### config.mk
export PLATFORM = sky130hd
export DESIGN_NAME = port_bind_arbiter_flat
export DESIGN_NICKNAME = d
export VERILOG_FILES = /design/src/rtl/port_bind_arbiter_if.sv /design/src/rtl/port_bind_arbiter.sv /design/src/flat_wrapper.sv
export SDC_FILE = /design/constraint.sdc
export NUM_CORES = 1
export LEC_CHECK = 0
export ABC_CLOCK_PERIOD_IN_PS = 3800
export CAP_MARGIN = 20
export CELL_PAD_IN_SITES_DETAIL_PLACEMENT = 1
export CELL_PAD_IN_SITES_GLOBAL_PLACEMENT = 1
export CORE_MARGIN = 4
export CORE_UTILIZATION = 46
export CTS_CLUSTER_DIAMETER = 30
export CTS_CLUSTER_SIZE = 28
export DETAILED_ROUTE_END_ITERATION = 6
export PLACE_DENSITY = 0.79
export REMOVE_ABC_BUFFERS = 1
export SLEW_MARGIN = 30
export SYNTH_ARGS = -nofsm -noshare
export SYNTH_HDL_FRONTEND = slang
export SYNTH_SLANG_ARGS = --single-unit
### constraint.sdc
create_clock -name clk -period 3.8 [get_ports clk]
set_input_delay 0.38 -clock clk [delete_from_list [all_inputs] [get_ports clk]]
set_output_delay 0.38 -clock clk [all_outputs]
set_load 0.05 [all_outputs]
### src/rtl/port_bind_arbiter_if.sv
// rtl/port_bind_arbiter_if.sv - requester/arbiter bundle for the listen-port bind table
interface port_bind_arbiter_if #(
  parameter int NREQ  = 4,
  parameter int NENT  = 8,
  parameter int PORTW = 16
);
  localparam int IDW  = (NREQ > 1) ? $clog2(NREQ) : 1;
  localparam int CNTW = $clog2(NENT + 1);

  logic [NREQ-1:0]       req_valid;
  logic [NREQ-1:0]       req_op;
  logic [NREQ*PORTW-1:0] req_port;
  logic [NREQ-1:0]       req_ready;
  logic                  rsp_valid;
  logic [IDW-1:0]        rsp_id;
  logic [1:0]            rsp_code;
  logic [CNTW-1:0]       bound_count;

  modport master (
    output req_valid, req_op, req_port,
    input  req_ready, rsp_valid, rsp_id, rsp_code, bound_count
  );

  modport slave (
    input  req_valid, req_op, req_port,
    output req_ready, rsp_valid, rsp_id, rsp_code, bound_count
  );
endinterface

### src/rtl/port_bind_arbiter.sv
// rtl/port_bind_arbiter.sv - round-robin arbiter serialising bind/release against a shared listen-port table
module port_bind_arbiter #(
  parameter int NREQ     = 4,
  parameter int NENT     = 8,
  parameter int PORTW    = 16,
  parameter int CFG_PORT = 22202
) (
  input  logic                clk,
  input  logic                rst,
  port_bind_arbiter_if.slave  bus
);
  localparam int IDW  = (NREQ > 1) ? $clog2(NREQ) : 1;
  localparam int IXW  = $clog2(NENT);
  localparam int CNTW = $clog2(NENT + 1);

  localparam logic [1:0] CODE_OK    = 2'b00;
  localparam logic [1:0] CODE_TAKEN = 2'b01;
  localparam logic [1:0] CODE_FULL  = 2'b10;
  localparam logic [1:0] CODE_NF    = 2'b11;

  typedef enum logic [1:0] {IDLE, SCAN, COMMIT, RESP} state_t;
  state_t state, state_nxt;

  logic [NENT-1:0]  valid_q;
  logic [PORTW-1:0] port_q [NENT];

  logic [IDW-1:0]   rr_ptr;
  logic             lat_op;
  logic [PORTW-1:0] lat_port;
  logic [IDW-1:0]   lat_id;
  logic [IXW-1:0]   idx;
  logic             match_found, free_found;
  logic [IXW-1:0]   match_idx, free_idx;
  logic [1:0]       rsp_code_q;

  logic             gnt_any;
  logic [IDW-1:0]   gnt_id;
  logic [NREQ-1:0]  req_ready_c;
  logic [1:0]       commit_code;
  logic             do_bind, do_clear;
  logic [CNTW-1:0]  cnt;

  // Walk downward so the requester closest to rr_ptr is the last (winning) assignment.
  always_comb begin
    int j;
    gnt_any = 1'b0;
    gnt_id  = '0;
    for (int k = NREQ - 1; k >= 0; k--) begin
      j = int'(rr_ptr) + k;
      if (j >= NREQ) j = j - NREQ;
      if (bus.req_valid[j]) begin
        gnt_any = 1'b1;
        gnt_id  = IDW'(j);
      end
    end
  end

  always_ff @(posedge clk) begin
    if (rst) state <= IDLE;
    else     state <= state_nxt;
  end

  always_comb begin
    state_nxt   = state;
    req_ready_c = '0;
    case (state)
      IDLE: begin
        if (gnt_any && !rst) begin
          req_ready_c[gnt_id] = 1'b1;
          state_nxt           = SCAN;
        end
      end
      SCAN:    if (idx == IXW'(NENT - 1)) state_nxt = COMMIT;
      COMMIT:  state_nxt = RESP;
      RESP:    state_nxt = IDLE;
      default: state_nxt = IDLE;
    endcase
  end

  // Entry 0 holds the config port: it matches on bind/release but can never be cleared.
  always_comb begin
    commit_code = CODE_OK;
    do_bind     = 1'b0;
    do_clear    = 1'b0;
    if (lat_port == '0) begin
      commit_code = CODE_NF;
    end else if (!lat_op) begin
      if (match_found)      commit_code = CODE_TAKEN;
      else if (!free_found) commit_code = CODE_FULL;
      else                  do_bind = 1'b1;
    end else begin
      if (!match_found)            commit_code = CODE_NF;
      else if (match_idx == '0)    commit_code = CODE_TAKEN;
      else                         do_clear = 1'b1;
    end
  end

  always_ff @(posedge clk) begin
    if (rst) begin
      for (int i = 0; i < NENT; i++) begin
        valid_q[i] <= (i == 0);
        port_q[i]  <= (i == 0) ? PORTW'(CFG_PORT) : '0;
      end
      rr_ptr      <= '0;
      lat_op      <= 1'b0;
      lat_port    <= '0;
      lat_id      <= '0;
      idx         <= '0;
      match_found <= 1'b0;
      free_found  <= 1'b0;
      match_idx   <= '0;
      free_idx    <= '0;
      rsp_code_q  <= CODE_OK;
    end else begin
      case (state)
        IDLE: begin
          if (gnt_any) begin
            lat_op      <= bus.req_op[gnt_id];
            lat_port    <= bus.req_port[int'(gnt_id)*PORTW +: PORTW];
            lat_id      <= gnt_id;
            rr_ptr      <= (gnt_id == IDW'(NREQ - 1)) ? '0 : gnt_id + 1'b1;
            idx         <= '0;
            match_found <= 1'b0;
            free_found  <= 1'b0;
            match_idx   <= '0;
            free_idx    <= '0;
          end
        end
        SCAN: begin
          if (valid_q[idx] && port_q[idx] == lat_port) begin
            match_found <= 1'b1;
            match_idx   <= idx;
          end
          if (!valid_q[idx] && !free_found) begin
            free_found <= 1'b1;
            free_idx   <= idx;
          end
          idx <= idx + 1'b1;
        end
        COMMIT: begin
          rsp_code_q <= commit_code;
          if (do_bind) begin
            valid_q[free_idx] <= 1'b1;
            port_q[free_idx]  <= lat_port;
          end
          if (do_clear) valid_q[match_idx] <= 1'b0;
        end
        default: ;
      endcase
    end
  end

  always_comb begin
    cnt = '0;
    for (int i = 0; i < NENT; i++) cnt = cnt + CNTW'(valid_q[i]);
  end

  assign bus.req_ready   = req_ready_c;
  assign bus.rsp_valid   = (state == RESP);
  assign bus.rsp_id      = lat_id;
  assign bus.rsp_code    = rsp_code_q;
  assign bus.bound_count = cnt;
endmodule

### src/flat_wrapper.sv
// flat-port wrapper written by rule: the top's interface ports become plain ports
module port_bind_arbiter_flat 
#(
  parameter int NREQ     = 4,
  parameter int NENT     = 8,
  parameter int PORTW    = 16,
  parameter int CFG_PORT = 22202
)
  (clk, rst, bus_req_valid, bus_req_op, bus_req_port, bus_req_ready, bus_rsp_valid, bus_rsp_id, bus_rsp_code, bus_bound_count);
  port_bind_arbiter_if #(.NREQ(NREQ), .NENT(NENT), .PORTW(PORTW)) bus_i ();
  input  logic clk;
  input  logic rst;
  input wire logic [$bits(bus_i.req_valid)-1:0] bus_req_valid;
  input wire logic [$bits(bus_i.req_op)-1:0] bus_req_op;
  input wire logic [$bits(bus_i.req_port)-1:0] bus_req_port;
  output wire logic [$bits(bus_i.req_ready)-1:0] bus_req_ready;
  output wire logic [$bits(bus_i.rsp_valid)-1:0] bus_rsp_valid;
  output wire logic [$bits(bus_i.rsp_id)-1:0] bus_rsp_id;
  output wire logic [$bits(bus_i.rsp_code)-1:0] bus_rsp_code;
  output wire logic [$bits(bus_i.bound_count)-1:0] bus_bound_count;
  assign bus_i.req_valid = bus_req_valid;
  assign bus_i.req_op = bus_req_op;
  assign bus_i.req_port = bus_req_port;
  assign bus_req_ready = bus_i.req_ready;
  assign bus_rsp_valid = bus_i.rsp_valid;
  assign bus_rsp_id = bus_i.rsp_id;
  assign bus_rsp_code = bus_i.rsp_code;
  assign bus_bound_count = bus_i.bound_count;
  port_bind_arbiter #(.NREQ(NREQ), .NENT(NENT), .PORTW(PORTW), .CFG_PORT(CFG_PORT)) u_core (.clk(clk), .rst(rst), .bus(bus_i));
endmodule
==> results of run 1 <==
-- metal layers --
layer / routed length, µm / up-vias / track usage / share of wire
met1: 10300 / 3207 / 0.300 / 0.40
met5: 0 / - / 0 / 0
met2: 13200 / 233 / 0.442 / 0.52
met3: 1440 / 45 / 0.0416 / 0.056
met4: 635 / 0 / 0.0856 / 0.025
li1: - / 2924 / - / -
-- logic make-up (layout without fill, tap and decap cells) --
kind of cell               after synthesis  after routing  share of synthesized area
buffers and inverters                   82            176                     0.0378
xor gates and xnor gates                16             16                     0.0159
adders and majority gates               17             17                     0.0275
muxes                                   53             53                      0.106
DFF                                    175            175                      0.542
and+or+nand+nor                        360            360                      0.210
AOI/OAI and AO/OA                       84             84                     0.0611
-- stage by stage --
stage | hold WS (ns) | power [W] | worst slack [ns]
after detailed placement | 0.457 | 0.00421 | 0.281
after floorplan | 0.443 | 0.00346 | -0.498
final | 0.372 | 0.00607 | 0.133
after global routing | 0.392 | 0.00637 | 0.0503
after global placement | 0.444 | 0.00414 | 0.454
after CTS | 0.472 | 0.00609 | 0.0639
-- sequential cells by signal, summed over array words and instances (netlist names), named ones only --
register / flops
u_core.rr_ptr: 2
u_core.free_found: 1
u_core.port_q: 128
u_core.bus.rsp_code: 2
u_core.match_idx: 3
u_core.state: 2
u_core.free_idx: 3
u_core.bus.rsp_id: 2
u_core.match_found: 1
u_core.valid_q: 8
u_core.lat_op: 1
u_core.idx: 3
u_core.lat_port: 16
-- area by class of cell --
| type | count | area [µm²] |
|---|---|---|
| fillers | 1949 | 8070 |
| clock buffers | 17 | 425 |
| multi-input cells | 530 | 3740 |
| repair buffers | 120 | 1150 |
| flip-flops and latches | 175 | 4790 |
| clock inverters | 15 | 209 |
| inverters | 24 | 90.1 |
| well taps | 234 | 293 |
-- worst max path at each step --
stage                     depth (start not counted)                 end  slack [ns]
after floorplan                                   6    bus_req_ready[2]       -0.50
after global routing                              8  bus_bound_count[3]        0.05
final                                             8  bus_bound_count[3]        0.13
after detailed placement                          8  bus_bound_count[3]        0.28
after global placement                            8  bus_bound_count[3]        0.45
after CTS                                         8  bus_bound_count[2]        0.06
-- what timing repair did --
action | 4_1_cts | 5_1_grt
buffers inserted | 0 | 0
cloned | 0 | 0
hold endpoints to repair | 0 | 0
resized for setup | 2 | 2
setup endpoints to repair | 2 | 2
-- synth_stat cells (2+ instances only) --
master     number  area share
nor2_1         29       0.012
nor3_1         10      0.0057
ha_1           13       0.018
inv_1          23      0.0098
nor4_1          2      0.0014
nor2b_1        11      0.0078
or2_2           4      0.0028
mux4_2         32       0.082
a211oi_1        7      0.0060
a21oi_1        38       0.022
edfxtp_1      128        0.44
mux2i_1        18       0.020
mux2_2          3      0.0038
o21ai_0         2      0.0011
buf_1           2     0.00085
fa_1            4      0.0091
a221oi_1        3      0.0030
or3_1           4      0.0028
and2_1        123       0.087
xor2_1         14       0.014
a21o_1          5      0.0043
or4_1           4      0.0034
nand2b_1       16       0.011
dfxtp_1        47        0.11
xnor2_1         2      0.0020
and3_1          2      0.0014
nand3_1        24       0.014
o211ai_1       17       0.014
o2111ai_1       2      0.0020
nand3b_1        3      0.0026
o22ai_1         3      0.0021
clkbuf_1       48       0.020
buf_2           6      0.0034
nand4_1         6      0.0043
nand2_1       119       0.051
-- layout by cell type (no fill, tap or decap), types with 3 or more instances in the layout --
cell type / instances
mux2_2: 3
or3_1: 4
or2_2: 4
nand3_1: 24
clkbuf_16: 17
mux4_2: 32
buf_4: 36
dfxtp_1: 46
nand3b_1: 3
buf_12: 3
clkinv_4: 4
a211oi_1: 7
fa_1: 4
and2_1: 123
o211ai_1: 17
nand2b_1: 16
ha_1: 13
nor3_1: 9
a221oi_1: 3
edfxtp_1: 128
xor2_1: 14
a21oi_1: 37
mux2i_1: 18
nand4_1: 6
a21o_1: 5
nor2b_1: 11
or4_1: 4
nor2_1: 29
clkdlybuf4s50_1: 77
nand2_1: 119
bufinv_16: 4
inv_1: 23
-- power by group --
part | total (W) | internal (W) | switching (W)
Sequential | 0.00246 | 0.00222 | 0.000238
Combinational | 0.00172 | 0.000661 | 0.00106
Clock | 0.00189 | 0.00111 | 0.000781
==> key figures, run 1 <==
Setup path
  • Crit. End Element: primary output
  • CP peak stage delay: 0.52 ns
  • Req. time, crit path: 3.42 ns
  • Worst-path fanout max: 3
  • R2R Setup Slk: 0.55 ns
  • Worst Setup SP: u_core.valid_q[0]
  • Worst reg2reg path endpoint: u_core.match_idx[2]
  • Critical path cell sequence: ha_1, inv_1, fa_1, fa_1, fa_1, nor2b_1, o21a_1, clkdlybuf4s15_1
  • CP arrival: 3.29 ns
  • Setup CP Type: flop to primary output
  • CP max stage cell: clkdlybuf4s15_1
  • CP top delay family: adder cells
  • Crit start category: flop
  • FF-to-FF path depth: 8
  • Worst Path Buf+Inv: 2
  • CP most frequent cell: fa_1

Clock tree
  • CTS tree: done
  • Reg clk slew, reported paths: 0.07 ns
  • Clk_lat worst skew: 0.44 ns
  • Clock tree buffer depth: 2
  • CTS sink count: 175
  • TritonCTS buffer count: 17
  • Hold Buf Count CTS: 0
  • Total number of H-tree levels: 4
  • Root Driver: clkbuf_16

Routing
  • Vias: 6409
  • Number of routed nets with antenna violations: 0
  • Post-route DRC: 0
  • Initial drt markers: 428
  • Drt via density: 5.75
  • DRT Wirelength: 25.7 mm
  • DR WL/cell: 23.0 µm
  • Pre-Repair DR Iteration Count: 5

Timing
  • Fin crit share: 0.965
  • Fin crit period: 3.67 ns
  • Fmax: 273 MHz
  • Unrepaired setup endpoints after global routing: false
  • Final Hold Violating Endpoints: 0
  • Setup Skew: 0.0113 ns
  • Slew HR: 0.458
  • Final Slew Violations: 0
  • Final setup violating endpoints: 0
  • Worst slew pin tran: 0.806 ns
  • Setup TNS Final: 0 ns

Synthesis
  • Avg Inst Size Synth: 11.2 µm²
  • Sequential element share of the synthesized area: 0.542
  • Async SR Flop Fraction: 0
  • EDFF count, synth: 128
  • Primary FF master, synth: edfxtp_1
  • Flops & latches, synth: 175
  • Total of warnings raised by yosys: 0
  • Syn Inst Count: 787
  • Synth cell types: 48
  • Synthesized cell area: 8830 µm²

Global routing
  • Antenna violations before repair: 0
  • Remaining Overflow, GRT: 0
  • Vias in the first global route: 7156
  • GRT Overall Usage: 0.246
  • First-pass GRT wire length: 40.4 mm
  • Pin count of the biggest net entering global routing: 55

Floorplan
  • Initial core utilization: 0.470
  • Die area: 21500 µm²
  • CORE AREA: 18800 µm²
  • # IOs: 87
  • Die H: 147 µm
  • # rows: 50
  • Die width: 147 µm

Final layout
  • Area delta synth->final: 21.1%
  • Non-filler cells in the finished layout: 1115
  • Antenna diodes: 0
  • Final core utilization: 0.570
  • Share of layout cells above drive strength 1: 0.134
  • Net count, final: 959
  • Design area: 10700 µm²

Worst hold path
  • Worst min path class: input pin to flop
  • Hold Path Stages: 2
  • Hold Path End: u_core.state[1]
  • Hold_sp: rst

Place
  • Port bufs: 86
  • Post-DP Area: 10000 µm²
  • Placed Cells incl. Taps: 1082
  • Dpl hpwl: 16.9 mm
  • Placer Congestion: 0.845

Power and ir drop
  • Max IR drop VDD: 0.000383 V
  • Power per cell area: 568 nW/µm²
  • Leak: 3.97 nW

Run status
  • Status: finished, final reports clean

Run
  • Number of max-cap violations: 0
Note: power is estimated with default switching activity, not from simulation.
==> inputs of run 2 (changes only) <==
- GPL_TIMING_DRIVEN: unset -> 1
==> results of run 2 <==
Same layout as run 1: the final DEF is identical, and so are final timing and power.
==> inputs of run 3 (changes only) <==
- ABC_CLOCK_PERIOD_IN_PS: 3800 -> 4740
- clock period: 3.8 -> 4.74 ns (I/O delays scaled with it)
==> run 3 against run 2 <==
Compared with the run above:
- die area stayed put
- register-to-register slack better by 0.78 ns
- core utilization decreased by 0.81 points
- first-iteration DRC count fell by 1.2%
- non-clock buffer count shrank 15
- routed wire length shrank 5.9%
- global-route usage is 1.3 points lower
- highest routed layer unchanged
- clock-buffer cell count increased by 2
==> key figures, run 3 (synthesized netlist as in run 1, its figures left out) <==
Final layout
  • Antenna diodes: 0
  • Area delta synth->final: 19.4%
  • Largest reg by FF count: u_core.port_q
  • Commonest non-fill, non-tap cell in the layout: edfxtp_1
  • Max reg flops: 128
  • Final core utilization: 0.562
  • Fill count: 1999
  • Design area: 10500 µm²
  • Leading registers by flop count: u_core.port_q (128), u_core.lat_port (16), u_core.valid_q (8)
  • Commonest non-fill, non-tap cells in the layout: edfxtp_1 (128), and2_1 (123), nand2_1 (119)
  • Net count, final: 944
  • Share of layout cells above drive strength 1: 0.115

Place
  • Port bufs: 86
  • Placer Congestion: 0.837
  • Worst slack at placement: 0.850 ns
  • Post-DP Area: 9920 µm²
  • Dpl hpwl: 16.6 mm

Clock tree
  • Hold Buf Count CTS: 0
  • Setup bufs post-CTS: 0
  • Root Driver: clkbuf_16
  • Total number of H-tree levels: 4
  • Clk_lat worst skew: 0.44 ns
  • TritonCTS buffer count: 17
  • Post-CTS Resized: 0
  • CTS tree: done
  • Clock tree buffer depth: 2
  • Reg clk slew, reported paths: 0.07 ns
  • CTS sink count: 175

Timing
  • Final Hold Violating Endpoints: 0
  • Worst slew pin tran: 0.936 ns
  • Unrepaired setup endpoints after global routing: false
  • Setup ws final: 0.376 ns
  • Final Slew Violations: 0
  • Final setup violating endpoints: 0
  • Fmax: 229 MHz
  • Setup Skew: 0.0165 ns
  • Fin crit share: 0.921
  • Fin crit period: 4.36 ns
  • Slew HR: 0.376
  • Setup TNS Final: 0 ns

Global routing
  • Antenna violations before repair: 0
  • Remaining Overflow, GRT: 0
  • Pin count of the biggest net entering global routing: 40
  • First-pass GRT wire length: 38.7 mm
  • GRT Overall Usage: 0.233
  • Vias in the first global route: 6994

Power and ir drop
  • Power per cell area: 454 nW/µm²
  • Power Total: 0.00479 W
  • Max IR drop VDD: 0.000292 V
  • Leak: 3.86 nW

Routing
  • Vias: 6252
  • Pre-Repair DR Iteration Count: 5
  • Number of routed nets with antenna violations: 0
  • Initial drt markers: 423
  • DRT Wirelength: 24.2 mm
  • DR WL/cell: 22.0 µm
  • Post-route DRC: 0
  • Drt via density: 5.68

Run status
  • Status: finished, final reports clean

Setup path
  • Worst Setup SP: u_core.valid_q[1]
  • Setup CP Type: flop to primary output
  • Worst-path fanout max: 3
  • Crit. End Element: primary output
  • CP max stage cell: clkdlybuf4s50_1
  • Worst Setup EP: bus_bound_count[2]
  • FF-to-FF path depth: 8
  • Worst reg2reg path endpoint: u_core.match_idx[0]
  • R2R Setup Slk: 1.33 ns
  • CP arrival: 3.89 ns
  • Req. time, crit path: 4.27 ns
  • CP most frequent cell: fa_1
  • Crit start category: flop
  • Critical path cell sequence: ha_1, inv_1, fa_1, fa_1, fa_1, fa_1, xnor2_1, clkdlybuf4s50_1
  • CP peak stage delay: 0.84 ns

Floorplan
  • Die H: 147 µm
  • # IOs: 87
  • Die area: 21500 µm²
  • # rows: 50
  • Initial core utilization: 0.470
  • CORE AREA: 18800 µm²
  • Die width: 147 µm

Worst hold path
  • Worst min path class: flop to flop

Run
  • Number of max-cap violations: 0
==> run 3: final cells by class <==
type / instances / area (µm²) / share of cell area
clock inverter: 13 / 159 / 0.0151
sequential: 175 / 4790 / 0.454
clock buffer: 19 / 464 / 0.0440
tap: 234 / 293 / 0.0278
inverter: 24 / 90.1 / 0.00854
timing repair buffer: 105 / 1010 / 0.0959
multi-input combinational: 530 / 3740 / 0.355
==> run 3: critical path: cells and delay by family (launching register included) <==
family     cells  cell delay [ns]
xor+xnor       1             0.16
fa+ha+maj      5             2.05
buf+inv        2             0.89
flops          1             0.33
==> run 3: layer usage <==
layer	share of wire	routed length, µm	track usage	vias up
met1	0.41	9910	0.293	3134
met5	0	0	0	-
met4	0.019	454	0.0682	0
met3	0.054	1300	0.0444	33
li1	-	-	-	2898
met2	0.52	12500	0.412	187
==> run 3: metrics by stage <==
stage,hold WS (ns),instances
after floorplan,0.443,729
after global placement,0.444,1068
after detailed placement,0.458,1068
after CTS,0.450,1100
after global routing,0.501,1100
final,0.462,1100
==> run 3: report_power, final <==
| part | switching, W | leakage [nW] | internal, W |
|---|---|---|---|
| combinational | 0.000749 | 1.88 | 0.000489 |
| sequential | 0.000284 | 1.67 | 0.00178 |
| clock | 0.000640 | 0.312 | 0.000844 |
| total | 0.00167 | 3.86 | 0.00311 |
==> run 3: worst min-delay path by stage <==
stage / start / end / depth (start not counted)
CTS: rst / u_core.free_idx[2] / 2
detailed placement: u_core.bus.rsp_id[1] / u_core.bus.rsp_id[1] / 2
global placement: u_core.bus.rsp_id[1] / u_core.bus.rsp_id[1] / 2
global route: u_core.bus.rsp_id[1] / u_core.bus.rsp_id[1] / 2
floorplan: u_core.valid_q[0] / u_core.valid_q[0] / 1
finish: u_core.bus.rsp_id[1] / u_core.bus.rsp_id[1] / 2
